==> config.mk <==
export PLATFORM = sky130hd
export DESIGN_NAME = shared_alu_sched
export DESIGN_NICKNAME = d
export VERILOG_FILES = /design/src/rtl/shared_alu_sched.sv
export SDC_FILE = /design/constraint.sdc
export NUM_CORES = 1
export LEC_CHECK = 0
export ABC_AREA = 1
export CORE_MARGIN = 2
export CORE_UTILIZATION = 42
export CTS_CLUSTER_DIAMETER = 200
export CTS_CLUSTER_SIZE = 30
export DETAILED_ROUTE_END_ITERATION = 10
export PLACE_DENSITY = 0.73
export SYNTH_ARGS = -nofsm -noshare
export SYNTH_HDL_FRONTEND = slang
export SYNTH_SLANG_ARGS = --single-unit
==> constraint.sdc <==
create_clock -name Clk -period 6.91 [get_ports Clk]
set_clock_uncertainty 0.15 [all_clocks]
set_input_delay 1.0365 -clock Clk [delete_from_list [all_inputs] [get_ports Clk]]
set_output_delay 1.0365 -clock Clk [all_outputs]
set_load 0.01 [all_outputs]
==> src/rtl/shared_alu_sched.sv <==
// Multi-cycle job scheduler that evaluates dLTe=(a<b), e=a+b, f=dLTe?c:d and,
// when dLTe is set, e=b+c, all through one shared adder and one comparator.
module shared_alu_sched #(
    parameter int WIDTH = 16,
    parameter int CNT_W = 8
) (
    input  logic             Clk,
    input  logic             Rst,
    input  logic             Start,
    input  logic             ErrorRst,
    input  logic [WIDTH-1:0] a,
    input  logic [WIDTH-1:0] b,
    input  logic [WIDTH-1:0] c,
    input  logic [WIDTH-1:0] d,
    output logic             Busy,
    output logic             Done,
    output logic             Error,
    output logic [WIDTH-1:0] e,
    output logic [WIDTH-1:0] f,
    output logic             dLTe,
    output logic [CNT_W-1:0] JobCnt
);

    typedef enum logic [2:0] {
        S_IDLE, S_CMP, S_ADD1, S_SEL, S_ADD2, S_DONE, S_ERR
    } state_t;

    state_t state_reg, state_next;

    logic             latch_en, dlte_en, e_en, f_en, cnt_en, add_sel;
    logic [WIDTH-1:0] e_reg, f_reg;
    logic             dlte_reg;
    logic [CNT_W-1:0] cnt_reg;

    logic [WIDTH-1:0] op_in [4];
    logic [WIDTH-1:0] op_l  [4];
    logic [WIDTH-1:0] a_l, b_l, c_l, d_l;
    logic [WIDTH-1:0] add_x, add_y, sum;

    assign op_in[0] = a;
    assign op_in[1] = b;
    assign op_in[2] = c;
    assign op_in[3] = d;

    // Operands are captured once per job so later input changes cannot disturb it.
    generate
        for (genvar gi = 0; gi < 4; gi++) begin : g_op
            logic [WIDTH-1:0] op_reg;
            always_ff @(posedge Clk) begin
                if (Rst)
                    op_reg <= '0;
                else if (latch_en)
                    op_reg <= op_in[gi];
            end
            assign op_l[gi] = op_reg;
        end
    endgenerate

    assign a_l = op_l[0];
    assign b_l = op_l[1];
    assign c_l = op_l[2];
    assign d_l = op_l[3];

    // Single shared adder: a+b in ADD1, b+c in ADD2; carry is dropped.
    assign add_x = add_sel ? b_l : a_l;
    assign add_y = add_sel ? c_l : b_l;
    assign sum   = add_x + add_y;

    always_comb begin
        state_next = state_reg;
        latch_en   = 1'b0;
        dlte_en    = 1'b0;
        e_en       = 1'b0;
        f_en       = 1'b0;
        cnt_en     = 1'b0;
        add_sel    = 1'b0;
        case (state_reg)
            S_IDLE: begin
                if (Start) begin
                    latch_en   = 1'b1;
                    state_next = S_CMP;
                end
            end
            S_CMP: begin
                if (Start) state_next = S_ERR;
                else begin
                    dlte_en    = 1'b1;
                    state_next = S_ADD1;
                end
            end
            S_ADD1: begin
                if (Start) state_next = S_ERR;
                else begin
                    e_en       = 1'b1;
                    state_next = S_SEL;
                end
            end
            S_SEL: begin
                if (Start) state_next = S_ERR;
                else begin
                    f_en       = 1'b1;
                    state_next = dlte_reg ? S_ADD2 : S_DONE;
                end
            end
            S_ADD2: begin
                add_sel = 1'b1;
                if (Start) state_next = S_ERR;
                else begin
                    e_en       = 1'b1;
                    state_next = S_DONE;
                end
            end
            S_DONE: begin
                cnt_en = 1'b1;
                if (Start) begin
                    latch_en   = 1'b1;
                    state_next = S_CMP;
                end else begin
                    state_next = S_IDLE;
                end
            end
            S_ERR: begin
                if (ErrorRst) state_next = S_IDLE;
            end
            default: state_next = S_IDLE;
        endcase
    end

    always_ff @(posedge Clk) begin
        if (Rst) begin
            state_reg <= S_IDLE;
            e_reg     <= '0;
            f_reg     <= '0;
            dlte_reg  <= 1'b0;
            cnt_reg   <= '0;
        end else begin
            state_reg <= state_next;
            if (dlte_en) dlte_reg <= (a_l < b_l);
            if (e_en)    e_reg    <= sum;
            if (f_en)    f_reg    <= dlte_reg ? c_l : d_l;
            if (cnt_en)  cnt_reg  <= cnt_reg + CNT_W'(1);
        end
    end

    assign Busy   = (state_reg == S_CMP) || (state_reg == S_ADD1) ||
                    (state_reg == S_SEL) || (state_reg == S_ADD2);
    assign Done   = (state_reg == S_DONE);
    assign Error  = (state_reg == S_ERR);
    assign e      = e_reg;
    assign f      = f_reg;
    assign dLTe   = dlte_reg;
    assign JobCnt = cnt_reg;

endmodule

==> flow_summary.toml, run 1 <==
[clock_tree]
post_cts_buffers = 0
cts.sinks = 108
clk_pin_slew_worst_paths_ps = 80
clock-root-buffer = "clkbuf_16"
htreeDepth = 3
clockBufferDepth = 2
postCtsHoldBufs = 0
cts_tree = "done"
numCtsBuffers = 9
cts_resized = 0
clock_latency_ps = 360

[cells_and_area]
multi_input_area_um2 = 2890
final_common_cell = "nand2_1"
final_cell_mix = "nand2_1 (148), o21ai_0 (124), inv_1 (111), clkdlybuf4s50_1 (111), dfxtp_1 (108)"
drive_above_1_share_pct = 3.90
seq_area_um2 = 2160
syn_to_final_growth_pct = 25.2
final_core_util_pct = 53.8
final_nets = 1019
antenna_cells = 0
fill_cells = 1331

[worst_setup_path]
cp_cell_sequence = "nor2_4, nand2_2, inv_2, or2_2, clkdlybuf4s50_1"
crit_type = "flop to output pin"
worst_ep_arrival_time_ps = 2520
cp.required_ps = 5720
path_max_fanout = 33
slowest_delay_ps = 500
endpoint_kind = "output pin"
crit_slowest_cell = "clkdlybuf4s50_1"
cp-start-kind = "flop"

[placed_design]
hpwl_mm = 10.0
io_buffers = 111
dp_slack_ps = 3580
routabilityCongestion = 0.833

[grt]
grt_pass1_vias = 4916
antenna_found_initial = 0
grt_use_total_pct = 19.5
grt-ovfl-total = 0
grt_pass1_wl_mm = 22.9
grt_max_degree = 100

[floorplanning]
num_rows = 42
core_um2 = 13200
initial_core_util_pct = 43.0
dieWidth_um = 120
io_pins = 112
die_y_um = 120
dieArea_um2 = 14500

[power]
p_per_area_nw_per_um2 = 265
ir_drop_mv = 0.127
p_leak_nw = 3.21
total_power_mw = 1.89

[sta]
hold_violations = 0
tightest_slew_ps = 887
timing.fmax_mhz = 269
setup_slack_ps = 3200
finalSetupTns_ps = 0
rsz0062_at_grt = "false"
setup_viol_count_final = 0
fin_crit_sh_pct = 53.7
min_period_ps = 3710
slew_headroom_pct = 40.9
finalMaxSlewViolations = 0

[yosys]
async_reset_ff_share_pct = 0
postSynthCellCount = 833
syn_area_um2 = 5690
avgSynthCellArea_um2 = 6.83
syn_nets = 933
synth_cell_types = 36
synth_ff_type = "dfxtp_1"
yosys_warnings = 0
yosysSeqAreaShare_pct = 38.0
yosys_register_bits = 108
synth_edf_count = 0

[run]
cap_violations = 0

[outcome]
status = "complete, no violations"

[drt]
drt_iter0_markers = 239
vias = 5378
viasPerCell = 4.89
wl_per_cell_um = 12.6
first_pass_iters = 4
drc = 0
ant_nets = 0
drt_wl_total_mm = 13.9

[min_path]
hp-class = "flop to flop"
cell type report:
type / instances / area share [%]
Timing Repair Buffer: 114 / 15.9
Multi-Input combinational cell: 569 / 40.5
Tap cell: 176 / 3.09
Inverter: 117 / 6.16
Sequential cell: 108 / 30.3
Clock inverter: 6 / 0.755
Clock buffer: 10 / 3.21
Yosys cell counts (all sizes together), types with 2 or more instances:
master | number | area share, %
ha | 31 | 6.8
o21ai | 133 | 12
buf | 13 | 1.7
nand2 | 152 | 10
o21bai | 4 | 0.53
xor2 | 5 | 0.77
dfxtp | 108 | 38
inv | 117 | 7.7
o211ai | 2 | 0.26
nor2 | 105 | 7.2
nor3 | 7 | 0.70
a21oi | 89 | 7.9
nand4 | 5 | 0.55
nand3 | 29 | 2.6
clkbuf | 26 | 1.8
path summary, 6_finish.rpt:
path | startpoint | end | slack, ps | cells past startpoint
worst min-delay path | d_l[15] | d_l[15] | 300 | 2
worst min register to register | d_l[15] | d_l[15] | 300 | 2
worst max-delay path | state_reg[0] | Busy | 3200 | 5
worst max register to register | state_reg[0] | e[8] | 3660 | 13
worst max-delay path, delay by kind of cell, from the launching register on:
kind	cells	cell delay (ps)
buffers and inverters	2	830
and+or+nand+nor	3	850
DFF	1	480
per-stage QoR:
| step | instances | cell area (um^2) | hold slack, ps |
|---|---|---|---|
| floorplan | 833 | 5690 | 280 |
| global placement | 1084 | 6840 | 291 |
| detailed placement | 1084 | 6840 | 296 |
| CTS | 1100 | 7130 | 308 |
| global route | 1100 | 7130 | 331 |
| finish | 1100 | 7130 | 305 |
cells by family after synthesis:
| kind of cell | Yosys count | share of synthesized area (%) |
|---|---|---|
| flip-flops | 108 | 38.0 |
| buffers and inverters | 156 | 11.3 |
| AND/OR/NAND/NOR | 301 | 21.8 |
| adder cells (fa/ha/maj) | 32 | 7.16 |
| XOR/XNOR | 6 | 0.923 |
| AO/OA/AOI/OAI | 230 | 20.8 |
power by group:
part	internal [mW]	total [mW]	switching, mW
logic	0.245	0.619	0.373
clock network	0.253	0.507	0.254
registers	0.708	0.762	0.0546
per-layer routing:
metal | wire length (um) | vias to the layer above | GRT usage, %
met2 | 5820 | 122 | 28.9
li1 | - | 2858 | -
met3 | 819 | 16 | 5.05
met4 | 244 | 0 | 6.47
met5 | 0 | - | 0
met1 | 6990 | 2382 | 27.6
Note: power is estimated with default switching activity, not from simulation.
==> run 2: changes to the inputs <==
PLACE_DENSITY = 0.76   (was 0.73)
clock period = 3.4 ns   (was 6.91 ns; I/O delays follow)
==> run 2 against run 1 <==
  * Sequential power is 100% higher
  * Critical path depth increased by 1
  * Register-to-register slack got worse by 3000 ps
  * Via count down 0.58%
  * Worst hold slack worse by 1.6 ps
  * Global-route usage grew 0.13 points
  * Non-clock buffer count increased by 3
  * Highest routed layer unchanged
  * Critical endpoint unchanged
  * Combinational power up 110%
  * Flip-flop and latch count unchanged
  * Final area up 0.40%
  * First-iteration DRC count rose by 23%
  * Utilization rose by 0.22 points
==> flow_summary.toml, run 2 (synthesized netlist as in run 1, its figures left out) <==
[floorplanning]
dieArea_um2 = 14500
io_pins = 112
core_um2 = 13200
die_y_um = 120
dieWidth_um = 120
num_rows = 42
initial_core_util_pct = 43.0

[power]
clock_power_share_pct = 26.6
power_frac_comb_pct = 33.0
swShare_pct = 34.8
p_per_area_nw_per_um2 = 537
p_leak_nw = 3.22
pwr-share-seq_pct = 40.4
power.switching_mw = 1.34
p_int_mw = 2.51
ir_drop_mv = 0.421

[sta]
rsz0062_at_grt = "false"
slew_headroom_pct = 55.3
finalMaxSlewViolations = 0
finalSetupTns_ps = 0
tightest_slew_ps = 667
fin_crit_sh_pct = 87.2
hold_violations = 0
setup_viol_count_final = 0
timing.fmax_mhz = 337
min_period_ps = 2970

[placed_design]
io_buffers = 111
dpl.cell_count = 1087
routabilityCongestion = 0.901
hpwl_mm = 10.1

[worst_setup_path]
critPathTopFamily = "buffers and inverters"
endpoint_kind = "output pin"
slowest_delay_ps = 510
crit_type = "flop to output pin"
cp_cell_sequence = "nor2_4, nand2_2, inv_2, buf_4, or2_2, clkdlybuf4s50_1"
crit_slowest_cell = "clkdlybuf4s50_1"
path_buf_inv = 3
cp-start-kind = "flop"
r2r-start = "state_reg[0]"
r2r_slack_ps = 650
cp.required_ps = 2740
path_max_fanout = 22
worst_ep_arrival_time_ps = 2310
r2r-end = "e[14]"
reg2reg_depth = 15

[min_path]
hold_start = "d_l[11]"
hp-class = "flop to flop"
hold_path_end = "d_l[11]"
min_path_cells = 2

[drt]
first_pass_iters = 5
viasPerCell = 4.86
vias = 5347
drt_iter0_markers = 294
ant_nets = 0
wl_per_cell_um = 12.6
drc = 0
drt_wl_total_mm = 13.9

[cells_and_area]
final_cell_mix = "nand2_1 (148), o21ai_0 (124), inv_1 (111), clkdlybuf4s50_1 (111), dfxtp_1 (108)"
final_cells = 1100
final_common_cell = "nand2_1"
syn_to_final_growth_pct = 25.7
drive_above_1_share_pct = 4.00
antenna_cells = 0
fill_cells = 1323
final_nets = 1022

[grt]
grt_use_total_pct = 19.6
grt_pass1_wl_mm = 23.1
grt-ovfl-total = 0
grt_pass1_vias = 4913
grt_max_degree = 75
antenna_found_initial = 0

[clock_tree]
clk_pin_slew_worst_paths_ps = 70
clock_latency_ps = 350
cts.sinks = 108
clockBufferDepth = 2
postCtsHoldBufs = 0
cts_tree = "done"
htreeDepth = 3
clock-root-buffer = "clkbuf_16"
post_cts_buffers = 0
numCtsBuffers = 9
cts_resized = 0

[outcome]
status = "complete, no violations"

[run]
cap_violations = 0
run 2: cell count changes in the layout (fill, tap and decap cells not counted), sizes merged:
cell      delta
buf          +3
inv          -3
bufinv       +1
clkbuf       -1
clkinv       -1
clkinvlp     +1
run 2: routing by layer:
| layer | GRT usage [%] | routed length [um] | vias to the layer above | part of all wire (%) |
|---|---|---|---|---|
| li1 | - | - | 2860 | - |
| met1 | 26.8 | 6820 | 2359 | 49 |
| met5 | 0 | 0 | - | 0 |
| met4 | 4.00 | 119 | 0 | 0.86 |
| met2 | 31.4 | 6120 | 118 | 44 |
| met3 | 5.19 | 808 | 10 | 5.8 |
run 2: worst max-delay path by stage:
stage                             from  endpoint  cells past startpoint
after floorplan           state_reg[0]      e[8]                     14
after global placement    state_reg[0]      e[8]                     14
after detailed placement  state_reg[0]     e[15]                     16
after CTS                 state_reg[0]      Busy                      6
after global routing      state_reg[0]      Busy                      6
final                     state_reg[0]      Busy                      6
run 2: power by group through the flow:
stage	sequential, mW	combinational, mW	clock, mW
floorplan	1.56	0.912	0
global placement	1.58	1.24	0
detailed placement	1.58	1.26	0
CTS	1.55	1.27	1.04
global route	1.57	1.46	1.09
finish	1.55	1.27	1.02
run 2: stage by stage:
step / power, mW / setup WS [ps] / cell area [um^2] / util (%) / hold slack (ps)
after floorplan: 2.47 / 861 / 5690 / - / 280
after global placement: 2.82 / 770 / 6880 / 51.9 / 289
after detailed placement: 2.84 / 706 / 6880 / 51.9 / 295
after CTS: 3.86 / 443 / 7160 / 54.0 / 305
after global routing: 4.12 / 323 / 7160 / 54.0 / 321
final: 3.84 / 434 / 7160 / 54.0 / 303
run 2: cell type report:
type / count / area, um^2 / share of cell area [%]
Sequential cell: 108 / 2160 / 30.2
Timing Repair Buffer: 117 / 1170 / 16.3
Clock inverter: 4 / 51.3 / 0.717
Clock buffer: 9 / 225 / 3.15
Tap cell: 176 / 220 / 3.08
Inverter: 117 / 439 / 6.14
Multi-Input combinational cell: 569 / 2890 / 40.4
run 2: tightest hold or removal path: cells and delay by family, from the launching register on:
family                 cells  cell delay (ps)
AO/OA/AOI/OAI              1               50
flip-flops                 1              300
buffers and inverters      1               60
